$ cat src/rtl/mtm_alu_deserializer_fifo.sv
// Serial frame receiver (start, type, MSB-first payload, stop) that queues each good
// frame as {type, payload} in a small FIFO, flagging framing errors and FIFO overflow.
module mtm_alu_deserializer_fifo #(
  parameter int DATA_W = 8,
  parameter int DEPTH  = 4
) (
  input  logic                     clk,
  input  logic                     rst,
  input  logic                     sin,
  output logic [DATA_W:0]          out_data,
  output logic                     out_valid,
  input  logic                     out_ready,
  output logic                     frame_err,
  output logic                     overflow,
  output logic [$clog2(DEPTH):0]   level
);

  localparam int PW = $clog2(DEPTH);
  localparam int LW = PW + 1;
  localparam int CW = $clog2(DATA_W + 1);

  typedef enum logic [1:0] {IDLE, DATA, STOP, RECOVER} state_t;

  state_t              state_q, state_d;
  logic [CW-1:0]       cnt_q, cnt_d;
  logic [DATA_W:0]     shift_q, shift_d;
  logic                push_q, push_d;
  logic                ferr_q, ferr_d;
  logic                ovf_q, ovf_d;

  logic [DATA_W:0]     mem [DEPTH];
  logic [PW-1:0]       wr_q, wr_d;
  logic [PW-1:0]       rd_q, rd_d;
  logic [LW-1:0]       level_q, level_d;

  logic                pop;
  logic                full;
  logic                do_write;

  // Receive FSM: one serial bit per clock
  always_comb begin
    state_d = state_q;
    cnt_d   = cnt_q;
    shift_d = shift_q;
    push_d  = 1'b0;
    ferr_d  = 1'b0;
    unique case (state_q)
      IDLE: begin
        if (!sin) begin
          state_d = DATA;
          cnt_d   = '0;
        end
      end
      DATA: begin
        shift_d = {shift_q[DATA_W-1:0], sin};
        cnt_d   = cnt_q + 1'b1;
        if (cnt_q == CW'(DATA_W)) state_d = STOP;
      end
      STOP: begin
        if (sin) begin
          push_d  = 1'b1;
          state_d = IDLE;
        end else begin
          ferr_d  = 1'b1;
          state_d = RECOVER;
        end
      end
      RECOVER: begin
        if (sin) state_d = IDLE;
      end
      default: state_d = IDLE;
    endcase
  end

  // The pushed word is taken from shift_q one cycle after the stop bit; the
  // shifter does not move again until the next frame's first data bit.
  always_comb begin
    pop      = out_valid && out_ready;
    full     = (level_q == LW'(DEPTH));
    do_write = push_q && (!full || pop);
    ovf_d    = push_q && full && !pop;
    wr_d     = do_write ? wr_q + 1'b1 : wr_q;
    rd_d     = pop ? rd_q + 1'b1 : rd_q;
    level_d  = level_q;
    if (do_write && !pop)      level_d = level_q + 1'b1;
    else if (!do_write && pop) level_d = level_q - 1'b1;
  end

  always_ff @(posedge clk) begin
    if (rst) begin
      state_q <= IDLE;
      cnt_q   <= '0;
      shift_q <= '0;
      push_q  <= 1'b0;
      ferr_q  <= 1'b0;
      ovf_q   <= 1'b0;
      wr_q    <= '0;
      rd_q    <= '0;
      level_q <= '0;
    end else begin
      state_q <= state_d;
      cnt_q   <= cnt_d;
      shift_q <= shift_d;
      push_q  <= push_d;
      ferr_q  <= ferr_d;
      ovf_q   <= ovf_d;
      wr_q    <= wr_d;
      rd_q    <= rd_d;
      level_q <= level_d;
    end
  end

  // When full with a simultaneous pop, wr_q == rd_q: the freed head slot becomes the new tail
  always_ff @(posedge clk) begin
    if (do_write) mem[wr_q] <= shift_q;
  end

  assign out_valid = (level_q != '0);
  assign out_data  = out_valid ? mem[rd_q] : '0;
  assign frame_err = ferr_q;
  assign overflow  = ovf_q;
  assign level     = level_q;

endmodule

$ cat config.mk
export PLATFORM = sky130hd
export DESIGN_NAME = mtm_alu_deserializer_fifo
export DESIGN_NICKNAME = d
export VERILOG_FILES = /design/src/rtl/mtm_alu_deserializer_fifo.sv
export SDC_FILE = /design/constraint.sdc
export NUM_CORES = 1
export LEC_CHECK = 0
export CAP_MARGIN = 20
export CORE_MARGIN = 5
export CORE_UTILIZATION = 45
export DETAILED_ROUTE_END_ITERATION = 7
export PLACE_DENSITY = 0.65
export REMOVE_ABC_BUFFERS = 1
export SYNTH_ARGS = -nofsm -noshare
export SYNTH_HDL_FRONTEND = slang
export SYNTH_SLANG_ARGS = --single-unit
$ cat constraint.sdc
create_clock -name clk -period 2.5 [get_ports clk]
set_input_delay 0.5 -clock clk [delete_from_list [all_inputs] [get_ports clk]]
set_output_delay 0.5 -clock clk [all_outputs]
set_load 0.005 [all_outputs]
== Word-level counts from Yosys, hierarchy flattened ==
Memories as Yosys holds them, arrays and structs flattened. A register that Yosys moved wholly into a read port is not among the register bits.
Index checks and enable logic that the tools add are counted.

* Register bits: 25
* Bits in writable memories: 36
* Input bits: 4
* Output and inout port bits: 15
* Word-level logic and storage cells: 57
* Memories: 1

{| class="wikitable"
|+ Memories
! name !! words !! width !! read ports !! clocked after Yosys merged registers in !! write ports !! line !! RTL
|-
| mem || 4 || 9 || 1 || 1 || 1 || 31 || <nowiki>logic [DATA_W:0] mem [DEPTH];</nowiki>
|}

* $add $sub $neg: 5
* Equal/unequal tests: 8
* Multiplexer cells: 16
* Bitwise gates (word level): 1
* Reductions and logical operators: 17

{| class="wikitable"
|+ Operators with widths
! kind !! number
|-
| $mux 2 || 6
|-
| $mux 9 || 1
|-
| $pmux 2 s4 || 1
|-
| $pmux 4 s2 || 1
|-
| $logic_and 1x1->1 || 6
|-
| $mux 3 || 2
|-
| $ne 2x2->1 const B || 3
|-
| $add 2x1->2 const B || 2
|-
| $add 4x1->4 const B || 1
|-
| $eq 2x2->1 const B || 2
|-
| $eq 4x4->1 const B || 1
|-
| $mux 1 || 4
|-
| $mux 4 || 1
|-
| $reduce_bool 2->1 || 2
|-
| $add 3x1->3 const B || 1
|-
| $eq 3x3->1 const B || 1
|-
| $logic_not 1->1 || 3
|-
| $reduce_and 3->1 || 1
|-
| $reduce_bool 3->1 || 1
|-
| $sub 3x1->3 const B || 1
|-
| $eq 2x1->1 const B || 1
|-
| $logic_not 2->1 || 1
|-
| $reduce_and 2->1 || 1
|-
| $reduce_or 2->1 || 1
|-
| other kinds (2) || 2
|}

== Logic depth before layout (Yosys ltp) ==
Gate-level depths: netlist (run 1).

* Word-level depth: 8
* Gate-level depth with buffers: 9
* Gate-level depth less buffers: 8

== Least setup slack after synthesis (run 1) ==
OpenSTA, ideal clock, no wires.

* Path kind: input -> register
* From: input port out_ready
* To: register level_q[2] (netlist: level[2])
* Setup time: 0.071 ns
* Arrival: 2.217 ns
* Required time: 2.429 ns
* Slack: 0.212 ns
* Stages on the path: 9
* Buffers on the path: 1
* Path through: or4b_1 buf_2 and2_2 ha_1 inv_1 fa_1 xor2_1 or3_1 a21oi_1

* Word-level cells in the longest chain between the ends: 6
* Elaborated cells between the ends (all ways): 9
* Classes of those cells: 1 x mux; 8 x reduce/logical

{| class="wikitable"
|+ Ends and longest elaborated chain
! item !! line !! RTL
|-
| start, declared || 12 || <nowiki>input logic out_ready,</nowiki>
|-
| $logic_and 1x1->1 * || 78 || <nowiki>pop = out_valid && out_ready;</nowiki>
|-
| $logic_or 1x1->1 * || 80 || <nowiki>do_write = push_q && (!full || pop);</nowiki>
|-
| $logic_and 1x1->1 * || 80 ||
|-
| named net do_write || 38 || <nowiki>logic do_write;</nowiki>
|-
| $logic_not 1->1 || 86 || <nowiki>else if (!do_write && pop) level_d = level_q - 1'b1;</nowiki>
|-
| $logic_and 1x1->1 || 86 ||
|-
| $reduce_bool 2->1 (no source line) || n/a ||
|-
| end signal, assigned || 109 || <nowiki>level_q <= level_d;</nowiki>
|-
| end, declared || 34 || <nowiki>logic [LW-1:0] level_q, level_d;</nowiki>
|}

Mark *: on every way through the listed nets, which the timed path passes. The rest lies on a longest branch.
A chain may end at the register's enable or synchronous reset.

==> results of run 1 <==
[state kept, by name (all words and copies together) (netlist names), 2 cells and up, named ones only]
signal	flops
state_q	2
shift_q	9
wr_q	2
level	3
cnt_q	4
mem	36
rd_q	2
[metrics by stage]
stage | setup TNS [ns] | cell area (um^2) | total power (W) | instances | setup slack (ns)
3_5_place_dp | -0.414 | 2810 | 0.00204 | 276 | -0.229
3_3_place_gp | -0.146 | 2810 | 0.00199 | 276 | -0.0924
2_1_floorplan | 0 | 2470 | 0.00157 | 177 | 0.190
6_report | 0 | 3050 | 0.00286 | 293 | 0.0828
5_1_grt | -0.00798 | 3050 | 0.00303 | 293 | -0.00798
4_1_cts | 0 | 3010 | 0.00286 | 292 | 0.0258
[power breakdown]
group / internal (W) / total, W / switching, W
Combinational: 0.000509 / 0.000838 / 0.000329
Sequential: 0.00114 / 0.00121 / 0.0000704
Clock: 0.000441 / 0.000814 / 0.000373
Total: 0.00209 / 0.00286 / 0.000772
[routing by layer]
metal	vias to the layer above	routed length (um)	track usage [%]
li1	737	-	-
met1	729	1810	15.7
met2	35	2560	24.6
met3	8	209	4.51
met4	0	49	5.76
met5	-	0	0
[cell usage after synthesis, types with 2 or more instances]
library cell and n:
sky130_fd_sc_hd__edfxtp_1 36, sky130_fd_sc_hd__dfxtp_1 27, sky130_fd_sc_hd__nand2_1 21, sky130_fd_sc_hd__a21oi_1 13, sky130_fd_sc_hd__nor2b_1 12, sky130_fd_sc_hd__mux4_2 9, sky130_fd_sc_hd__clkbuf_1 7, sky130_fd_sc_hd__ha_1 7
sky130_fd_sc_hd__inv_1 6, sky130_fd_sc_hd__o21ai_0 6, sky130_fd_sc_hd__nand3_1 5, sky130_fd_sc_hd__nor2_1 5, sky130_fd_sc_hd__and3_2 4, sky130_fd_sc_hd__or3_1 3, sky130_fd_sc_hd__xor2_1 3, sky130_fd_sc_hd__a21o_1 2
sky130_fd_sc_hd__a21oi_2 2, sky130_fd_sc_hd__a31oi_1 2, sky130_fd_sc_hd__buf_2 2
[worst max-delay path, stage by stage (launching register included)]
cell and delay, ns:
sky130_fd_sc_hd__dfxtp_4 0.37, sky130_fd_sc_hd__buf_8 0.13, sky130_fd_sc_hd__mux4_2 0.48, sky130_fd_sc_hd__nor2b_1 0.14, sky130_fd_sc_hd__clkdlybuf4s50_1 0.46
[final cells by class]
type,instances,area [um^2],area share [%]
clock inverter,5,30.0,0.986
tap,72,90.1,2.96
multi-input combinational,108,831,27.3
inverter,6,22.5,0.740
sequential,63,1630,53.4
clock buffer,11,163,5.34
timing repair buffer,28,283,9.29
[cell families (layout without fill, tap and decap cells)]
| kind of cell | after synthesis | count (layout) | share of synthesized area [%] |
|---|---|---|---|
| DFF | 63 | 63 | 64.5 |
| and+or+nand+nor | 59 | 59 | 12.7 |
| AOI/OAI and AO/OA | 28 | 28 | 6.57 |
| buffers and inverters | 16 | 50 | 2.49 |
| muxes | 10 | 10 | 8.46 |
| adders and majority gates | 8 | 8 | 4.28 |
| xor gates and xnor gates | 3 | 3 | 1.04 |
[worst paths after layout]
kind                                             from                    end  slack, ns  cells after the start
worst max-delay path                        flip-flop            out_data[4]       0.08                      4
worst min-delay path             rd_q[1]$_SDFFE_PP0N_              flip-flop       0.50                      2
worst max register to register  level[0]$_SDFFE_PP0P_  level[2]$_SDFFE_PP0P_       0.23                      8
worst min register to register   rd_q[1]$_SDFFE_PP0N_              flip-flop       0.50                      2
[timing repair]
item | CTS | global route
endpoints found under the setup margin | 6 | 9
hold buffers | 0 | 0
gates cloned | 0 | 1
gates resized for setup | 1 | 5
setup buffers | 0 | 0
==> flow_summary.toml, run 1 <==
[floorplan]
row_count = 27
floorplan.die_area_um2 = 7180
number_of_top_level_design_ports = 19
floorplan.initialDensity_pct = 46.0
core_um2 = 5470
fp.dieH_um = 84.8
die_w_um = 84.8

[clocking]
clock_sink_count = 63
clk_path_buf_depth = 2
cts_buffers = 9
insertion_delay_ns = 0.33
ctsRootBufferMaster = "sky130_fd_sc_hd__clkbuf_8"
maximum_level_of_the_cts_h_tree = 3
clkTransAtPathRegs_ns = 0.07
tritoncts = "yes"

[placement]
i_o_buffers = 18
dp.final_hpwl_um = 3080
gpl.final_weighted_congestion = 0.739

[critical_path]
cp-end-kind = "output port"
startpoint_type = "flip-flop"
criticalPathCategory = "reg -> out"
maximum_net_fanout_on_the_critical_path = 5
critical_path_required_ns = 2.00
arrival_time_of_the_worst_setup_path_ns = 1.92

[synthesis]
synth_top_flop_cell = "sky130_fd_sc_hd__edfxtp_1"
avgSynthCellArea_um2 = 13.4
ys_warn_count = 0
synthTopCellsByArea = "sky130_fd_sc_hd__edfxtp_1 (43%), sky130_fd_sc_hd__dfxtp_1 (21%), sky130_fd_sc_hd__mux4_2 (8.1%), sky130_fd_sc_hd__ha_1 (3.5%), sky130_fd_sc_hd__nand2_1 (3.1%)"
postSynthCellCount = 187
ys_seq_elements = 63
synth_area_um2 = 2510
yosys.area.top_type_share_pct = 43.0
cell_taking_the_most_area_after_synthesis = "sky130_fd_sc_hd__edfxtp_1"
synth_cell_type_count = 34
synth_edf_count = 36
ys_async_sr_fraction_pct = 0
seq_area_frac_synth_pct = 64.5

[timing]
worst_slew_margin_rel_pct = 71.5
final-max-slew-violation-count = 0
achievable-frequency_mhz = 414
timing.final.setup_violations = 0
clock-skew-final_ns = 0.00964
worst_hold_slack_ns = 0.496
tightest_slew_ns = 0.428
final_period_minus_worst_setup_slack_ns = 2.42
post-route-period-util_pct = 96.7
timing_hold_violations_final = 0

[route]
drtAntennaViolNets = 0
avgViaCountPerCell = 5.15
first_iter_violations = 95
wirelength_um = 4630
vias = 1509
wire_per_inst_um = 15.8
first_pass_iters = 4
drc = 0

[finish]
layout.cells.most_common_list = "sky130_fd_sc_hd__edfxtp_1 (36), sky130_fd_sc_hd__dfxtp_1 (25), sky130_fd_sc_hd__nand2_1 (21), sky130_fd_sc_hd__clkdlybuf4s50_1 (17), sky130_fd_sc_hd__a21oi_1 (13)"
diodes = 0
syn2layout_area_growth_pct = 21.1
utilization_pct = 55.6
layout.cells.most_common = "sky130_fd_sc_hd__edfxtp_1"
n_fill_cell = 469
drive_gt1_share_pct = 19.9
layout.nets = 228

[grt]
grt_first_pass_wirelength_um = 7670
total_congestion_overflow_after_global_routing = 0
maximum_number_of_pins_on_one_net_before_global_route_repair = 19
global_route.usage.total_pct = 14.0
grt_pass1_vias = 1539
antenna_violations_before_repair = 0

[power_and_ir_drop]
vdd.ir_drop.worst_mv = 0.384
static-leakage-power_nw = 1.06
cellPowerDensity_nw_per_um2 = 939

[hold_path]
worst_min_path_class = "reg -> reg"

[run_status]
outcome = "complete, no violations"

[job]
max-cap-violations = 0
Note: power is estimated with default switching activity, not from simulation.
==> run 2, diff against run 1 <==
HOLD_SLACK_MARGIN = 0.03   (was unset)
==> results of run 2 <==
No change in the layout: final DEF, timing and power equal those of run 1.
